`config.mk`:
```
export PLATFORM = sky130hd
export DESIGN_NAME = sum_window_acc_flat
export DESIGN_NICKNAME = d
export VERILOG_FILES = /design/src/rtl/sum_window_acc_if.sv /design/src/rtl/sum_window_acc.sv /design/src/flat_wrapper.sv
export SDC_FILE = /design/constraint.sdc
export NUM_CORES = 1
export LEC_CHECK = 0
export ABC_AREA = 1
export CORE_MARGIN = 2
export CORE_UTILIZATION = 45
export DETAILED_ROUTE_END_ITERATION = 16
export PLACE_DENSITY = 0.69
export REMOVE_ABC_BUFFERS = 1
export SETUP_SLACK_MARGIN = 0.02
export SYNTH_ARGS = -nofsm -noshare
export SYNTH_HDL_FRONTEND = slang
export SYNTH_SLANG_ARGS = --single-unit
```
`constraint.sdc`:
```
create_clock -name clk -period 2.1 [get_ports clk]
set_clock_uncertainty 0.05 [all_clocks]
set_input_delay 0.525 -clock clk [delete_from_list [all_inputs] [get_ports clk]]
set_output_delay 0.525 -clock clk [all_outputs]
set_load 0.01 [all_outputs]
```
`src/rtl/sum_window_acc_if.sv`:
```
// Handshake bundle between the adder result stream, the window accumulator and its consumer.
// Slave is the accumulator's view of the bundle; master is the side driving samples and taking results.
interface sum_window_acc_if #(
    parameter int DW     = 8,
    parameter int WINDOW = 4
);
    localparam int LW = $clog2(WINDOW);
    localparam int SW = DW + LW;

    logic          in_valid;
    logic          in_ready;
    logic [DW-1:0] in_data;
    logic          out_valid;
    logic          out_ready;
    logic [SW-1:0] out_sum;
    logic [DW-1:0] out_avg;
    logic [DW-1:0] out_max;

    modport slave (
        input  in_valid, in_data, out_ready,
        output in_ready, out_valid, out_sum, out_avg, out_max
    );

    modport master (
        output in_valid, in_data, out_ready,
        input  in_ready, out_valid, out_sum, out_avg, out_max
    );
endinterface

```
`src/rtl/sum_window_acc.sv`:
```
// Accumulates WINDOW samples and reports their exact sum, truncated average and maximum.
// The result is held in HOLD until it is accepted; input is stalled during that time.
module sum_window_acc #(
    parameter int DW     = 8,
    parameter int WINDOW = 4
) (
    input  logic              clk,
    input  logic              aresetn,
    input  logic              clr,
    sum_window_acc_if.slave   bus
);
    localparam int LW = $clog2(WINDOW);
    localparam int SW = DW + LW;

    typedef enum logic {ACC, HOLD} state_e;

    state_e        state_q, state_d;
    logic [SW-1:0] acc_q, acc_d;
    logic [LW-1:0] cnt_q, cnt_d;
    logic [DW-1:0] max_q, max_d;
    logic          out_valid_q, out_valid_d;
    logic [SW-1:0] out_sum_q, out_sum_d;
    logic [DW-1:0] out_avg_q, out_avg_d;
    logic [DW-1:0] out_max_q, out_max_d;

    logic          take;
    logic [SW-1:0] sum_nxt;
    logic [DW-1:0] max_nxt;

    // Ready is held low while reset is asserted even though the state already reads ACC.
    assign bus.in_ready  = aresetn && (state_q == ACC) && !clr;
    assign bus.out_valid = out_valid_q;
    assign bus.out_sum   = out_sum_q;
    assign bus.out_avg   = out_avg_q;
    assign bus.out_max   = out_max_q;

    assign take = bus.in_valid && bus.in_ready;

    always_comb begin
        state_d     = state_q;
        acc_d       = acc_q;
        cnt_d       = cnt_q;
        max_d       = max_q;
        out_valid_d = out_valid_q;
        out_sum_d   = out_sum_q;
        out_avg_d   = out_avg_q;
        out_max_d   = out_max_q;
        sum_nxt     = acc_q + SW'(bus.in_data);
        max_nxt     = (bus.in_data > max_q) ? bus.in_data : max_q;

        case (state_q)
            ACC: begin
                if (clr) begin
                    acc_d = '0;
                    cnt_d = '0;
                    max_d = '0;
                end else if (take) begin
                    if (cnt_q == LW'(WINDOW - 1)) begin
                        out_valid_d = 1'b1;
                        out_sum_d   = sum_nxt;
                        out_avg_d   = sum_nxt[SW-1:LW];
                        out_max_d   = max_nxt;
                        state_d     = HOLD;
                        acc_d       = '0;
                        cnt_d       = '0;
                        max_d       = '0;
                    end else begin
                        acc_d = sum_nxt;
                        cnt_d = cnt_q + LW'(1);
                        max_d = max_nxt;
                    end
                end
            end
            HOLD: begin
                // Result fields keep their value after acceptance; only valid drops.
                if (bus.out_ready) begin
                    out_valid_d = 1'b0;
                    state_d     = ACC;
                end
            end
            default: state_d = ACC;
        endcase
    end

    always_ff @(posedge clk or negedge aresetn) begin
        if (!aresetn) begin
            state_q     <= ACC;
            acc_q       <= '0;
            cnt_q       <= '0;
            max_q       <= '0;
            out_valid_q <= 1'b0;
            out_sum_q   <= '0;
            out_avg_q   <= '0;
            out_max_q   <= '0;
        end else begin
            state_q     <= state_d;
            acc_q       <= acc_d;
            cnt_q       <= cnt_d;
            max_q       <= max_d;
            out_valid_q <= out_valid_d;
            out_sum_q   <= out_sum_d;
            out_avg_q   <= out_avg_d;
            out_max_q   <= out_max_d;
        end
    end
endmodule

```
`src/flat_wrapper.sv`:
```
// flat-port wrapper written by rule: the top's interface ports become plain ports
module sum_window_acc_flat 
#(
    parameter int DW     = 8,
    parameter int WINDOW = 4
)
  (clk, aresetn, clr, bus_in_valid, bus_in_data, bus_out_ready, bus_in_ready, bus_out_valid, bus_out_sum, bus_out_avg, bus_out_max);
  sum_window_acc_if #(.DW(DW), .WINDOW(WINDOW)) bus_i ();
  input  logic clk;
  input  logic aresetn;
  input  logic clr;
  input wire logic [$bits(bus_i.in_valid)-1:0] bus_in_valid;
  input wire logic [$bits(bus_i.in_data)-1:0] bus_in_data;
  input wire logic [$bits(bus_i.out_ready)-1:0] bus_out_ready;
  output wire logic [$bits(bus_i.in_ready)-1:0] bus_in_ready;
  output wire logic [$bits(bus_i.out_valid)-1:0] bus_out_valid;
  output wire logic [$bits(bus_i.out_sum)-1:0] bus_out_sum;
  output wire logic [$bits(bus_i.out_avg)-1:0] bus_out_avg;
  output wire logic [$bits(bus_i.out_max)-1:0] bus_out_max;
  assign bus_i.in_valid = bus_in_valid;
  assign bus_i.in_data = bus_in_data;
  assign bus_i.out_ready = bus_out_ready;
  assign bus_in_ready = bus_i.in_ready;
  assign bus_out_valid = bus_i.out_valid;
  assign bus_out_sum = bus_i.out_sum;
  assign bus_out_avg = bus_i.out_avg;
  assign bus_out_max = bus_i.out_max;
  sum_window_acc #(.DW(DW), .WINDOW(WINDOW)) u_core (.clk(clk), .aresetn(aresetn), .clr(clr), .bus(bus_i));
endmodule
```
# Word-level counts from Yosys, hierarchy flattened
# Index checks and enable logic that the tools add are counted.
[totals]
ff_bits = 48
input_bits = 13
[classes]
add_sub_neg = 2
magnitude_cmp = 1
n_eq_ne = 5
muxes = 20
n_bitwise = 2
reduce_logical = 8
[op_table]
columns = ["cell", "count"]
rows = [
  ["8-bit two-way mux", 4],
  ["10-bit two-way mux", 3],
  ["10-bit by 8-bit adder with 10-bit output", 1],
  ["8-bit greater-than comparator", 1],
  ["1-bit two-way mux", 8],
  ["4-bit AND reduction", 2],
  ["2-bit two-way mux", 3],
  ["2-bit inequality test, second input constant", 3],
  ["1-bit one-hot mux with 2 select lines", 2],
  ["1-bit logical AND", 3],
  ["2-bit by 1-bit adder with 2-bit output, second input constant", 1],
  ["2-bit equality test, second input constant", 1],
  ["2-bit by 1-bit inequality test with 1-bit output, second input constant", 1],
  ["1-bit NOT", 2],
  ["2-bit AND reduction", 1],
  ["2-bit nonzero test", 1],
  ["1-bit logical NOT", 1],
]

# Depth between registers and ports, before layout
[logic_depth]
word_depth = 7
depth_mapped = 13
ltp_nobuf = 13

# Worst setup path before layout
# OpenSTA, ideal clock, no wires.
[synth_timing]
kind = "input-to-reg"
startpoint = "input port bus_in_data[0]"
endpoint = "register u_core.acc_q[6]"
arrival_time_ns = 1.799
path_slack_ns = 0.134
path_stages = 9
path_buffers = 0
path_cell_list = "ha_1 > fa_1 > nand3_1 > nand2_1 > nand2_1 > nand2_1 > or2_2 > nand3_1 > nand2_1"
[synth_via]
elab_chain_cells = 4
[synth_lines]
columns = ["item", "line", "text"]
rows = [
  ["from (decl)", "flat_wrapper.sv:13", "input wire logic [$bits(bus_i.in_data)-1:0] bus_in_data;"],
  ["10-bit by 8-bit adder with 10-bit output", "sum_window_acc.sv:48", "sum_nxt = acc_q + SW'(bus.in_data);"],
  ["10-bit two-way mux", "sum_window_acc.sv:58", "if (cnt_q == LW'(WINDOW - 1)) begin"],
  ["10-bit two-way mux", "sum_window_acc.sv:57", "end else if (take) begin"],
  ["10-bit two-way mux", "sum_window_acc.sv:53", "if (clr) begin"],
  ["to (signal assigned)", "sum_window_acc.sv:88", "acc_q <= '0;"],
  ["to (signal assigned)", "sum_window_acc.sv:97", "acc_q <= acc_d;"],
  ["to (decl)", "sum_window_acc.sv:18", "logic [SW-1:0] acc_q, acc_d;"],
]
# Every way passes these cells. The select of a mux whose other input is x is not followed.
# A chain may end at the register's enable or synchronous reset.

# Final worst setup path
[layout_timing]
startpoint = "input port clr"
endpoint = "output port bus_in_ready"
[layout_via]
elab_chain_cells = 2
[layout_lines]
columns = ["item", "line", "text"]
rows = [
  ["from (decl)", "flat_wrapper.sv:11", "input logic clr;"],
  ["1-bit logical NOT", "sum_window_acc.sv:31", "assign bus.in_ready = aresetn && (state_q == ACC) && !clr;"],
  ["1-bit logical AND", "sum_window_acc.sv:31", ""],
  ["to (decl)", "flat_wrapper.sv:15", "output wire logic [$bits(bus_i.in_ready)-1:0] bus_in_ready;"],
]
# Every way passes these cells.

==> flow_summary.yaml <==
worst_setup_path:
  timing.critical_path.slowest_cell_delay_ps: 530
  worst-r2r-setup-slack_ps: 300
  r2r.worst_path.cells: 9
  top_cell_family_by_delay_on_the_critical_path: "buffers and inverters"
  worstPathRequired_ps: 1520
  timing.critical_path.slowest_stage_cell: "sky130_fd_sc_hd__clkdlybuf4s50_1"
  cell_chain_of_the_critical_path: "dlygate4sd2_1, nor2_8, clkdlybuf4s50_1"
  crit-reg2reg-launch: "u_core.acc_q[0]$_DFFE_PN0P_"
  timing.critical_path.fanout_max: 2
  cp.arrival_ps: 1470
  cp-end-kind: "output pin"
  cp-start-kind: "primary input"
  setup.worst_path.start: "clr"
  worst_setup_path_endpoint: "bus_in_ready"
  criticalPathCategory: "primary input to output pin"
  crit_cells: 3
  critical_path.reg2reg.endpoint: "u_core.bus.out_avg[4]$_DFFE_PN0P_"
  timing.critical_path.buf_inv: 2
logic_synthesis:
  async_flop_share: 1.00
  yosys_register_bits: 40
  netlist.top_cell.by_area: "sky130_fd_sc_hd__dfrtp_1"
  synthesis.instances: 296
  yosys.cell_types.count: 32
  number_of_synthesized_flops_with_an_enable_pin: 0
  synth.cell_area_um2: 2420
  yosysWarningCount: 0
  synth_ff_type: "sky130_fd_sc_hd__dfrtp_1"
  yosysSeqAreaShare: 0.414
  ys_top_cells_by_area: "sky130_fd_sc_hd__dfrtp_1 (41%), sky130_fd_sc_hd__nand2_1 (16%), sky130_fd_sc_hd__ha_1 (8.8%)"
  synth.avg_cell_area_um2: 8.17
  synth_top_area_frac: 0.414
drt:
  detail_route.vias_per_cell: 5.03
  drc_errors: 0
  drt_pass1_iterations: 4
  via_total_after_detailed_routing: 2122
  wire_per_inst_um: 12.4
  detail_route.wirelength_um: 5240
  final_antenna_net_count: 0
  drt_iter0_drc: 116
sta:
  timing.final.crit_share: 0.974
  rsz0062_at_grt: "false"
  maxSlewViolCount: 0
  max_slew_margin: 0.657
  fin_crit_ps: 2050
  setup_viol_count_final: 0
  timing_worst_slew_pin_value_ps: 514
  setup_tns_ps: 0
  fmax_mhz: 489
  hold_violations: 0
pwr:
  p_per_area_nw_per_um2: 582
  overall_power_consumption_mw: 1.82
  power_leakage_nw: 1.68
  peakVddDrop_mv: 0.392
clocking:
  clkLatencyLatePin_ps: 290
  cts-buffers-inserted: 5
  clock_tree.buffer_depth: 2
  post-cts-setup-buffers: 0
  clk_root_buffer_cell: "sky130_fd_sc_hd__clkbuf_8"
  cts.reportedPaths.clkPinSlew_ps: 70
  number_of_sinks_driven_by_the_clock_tree: 40
  cts-htree-levels: 2
  tritoncts_clock_tree: "built"
final_layout:
  post_layout_nonfiller_instances: 422
  postLayoutCoreUtil: 0.607
  final_design_area_no_fill_um2: 3120
  areaGrowthSynthToFinish_pct: 29.0
  layout_commonest_cell: "sky130_fd_sc_hd__nand2_1"
  n_antenna_cell: 0
  mostFrequentLayoutCells: "sky130_fd_sc_hd__nand2_1 (104), sky130_fd_sc_hd__nand3_1 (40), sky130_fd_sc_hd__dfrtp_1 (40)"
  drive_above_1_share: 0.142
  final_nets: 382
  fillers: 464
floorplanning:
  die_footprint_um2: 5970
  die_h_um: 77.3
  start_util: 0.470
  floorplan.rows: 26
  die-width_um: 77.3
  floorplan.io_pins: 41
  floorplan.core_area_um2: 5140
placed_design:
  dpl-instance-area_um2: 3000
  routabilityCongestion: 0.924
  place_inst: 414
  numPortBuffers: 40
  hpwl_um: 3810
grt:
  grt_first_pass_wirelength_um: 9130
  track_usage: 0.190
  first_global_vias: 2103
  grt_antenna_before_repair: 0
  grt_start_max_net_pins: 41
  grt-ovfl-total: 0
min_path:
  min-delay-path-class: "primary input to asynchronous set/reset pin"
outcome:
  status: "finished, final reports clean"
run:
  max_cap_viol_count: 0
[metal layers]
layer | up-vias | track usage | share of wire
li1 | 1059 | - | -
met1 | 1002 | 0.237 | 0.45
met2 | 51 | 0.320 | 0.49
met3 | 10 | 0.0424 | 0.047
met4 | 0 | 0.0750 | 0.015
met5 | - | 0 | 0
[where the power goes]
group	total (mW)	internal, mW	switching [mW]
Combinational	0.449	0.202	0.247
Sequential	0.836	0.810	0.0259
Clock	0.531	0.268	0.263
[how the worst min path moves through the flow]
stage | endpoint | slack (ps) | cells after the start
2_1_floorplan | u_core.acc_q[0]$_DFFE_PN0P_ | 180 | 0
3_3_place_gp | u_core.bus.out_sum[1]$_DFFE_PN0P_ | 410 | 2
3_5_place_dp | u_core.bus.out_valid$_DFFE_PN0P_ | 400 | 1
4_1_cts | u_core.max_q[4]$_DFFE_PN0P_ | 370 | 2
5_1_grt | u_core.max_q[4]$_DFFE_PN0P_ | 390 | 2
6_report | u_core.max_q[1]$_DFFE_PN0P_ | 360 | 2
[synth_stat cells, drive strengths merged, types with 2 or more instances]
master  instances
nand2         111
nand3          41
dfrtp          40
inv            31
ha             17
buf            13
nor2           10
o21ai           9
a21oi           8
nand4           3
a22o            2
or2             2
xnor2           2
[through the flow]
| step | worst slack, ps | hold WS [ps] |
|---|---|---|
| 6_report | 54.3 | 358 |
| 5_1_grt | 21.7 | 390 |
| 4_1_cts | 23.5 | 369 |
| 3_5_place_dp | -361 | 401 |
| 3_3_place_gp | -322 | 406 |
| 2_1_floorplan | 134 | 179 |
[kinds of logic (layout without fill, tap and decap cells)]
group                    after synthesis  count (layout)  share of synthesized area
AO/OA/AOI/OAI                         23              23                     0.0580
adder cells (fa/ha/maj)               18              18                     0.0963
buffers and inverters                 44             100                     0.0958
AND/OR/NAND/NOR                      168             168                      0.325
flip-flops                            40              40                      0.414
XOR/XNOR                               3               3                     0.0109
[flip-flops by register name, indices dropped and copies added, names as in the netlist]
name / cells
u_core.acc_q: 10
u_core.bus.out_max: 8
u_core.max_q: 8
u_core.bus.out_avg: 7
u_core.bus.out_sum: 3
u_core.cnt_q: 2
u_core.bus.out_valid: 1
u_core.state_q: 1
[repair_timing]
action                                  in CTS  in global routing
pin swaps                                    0                  1
hold buffers                                 0                  0
endpoints found under the hold margin        0                  0
endpoints found under the setup margin       6                 27
gates resized for setup                      3                  8
[cell type report]
class | instances | area, um^2 | share of cell area
Multi-Input combinational cell | 212 | 1210 | 0.388
Sequential cell | 40 | 1000 | 0.321
Inverter | 31 | 119 | 0.0381
Timing Repair Buffer | 61 | 612 | 0.196
Clock buffer | 8 | 90.1 | 0.0289
Tap cell | 70 | 87.6 | 0.0281
Power figures use the tool's default switching activity.
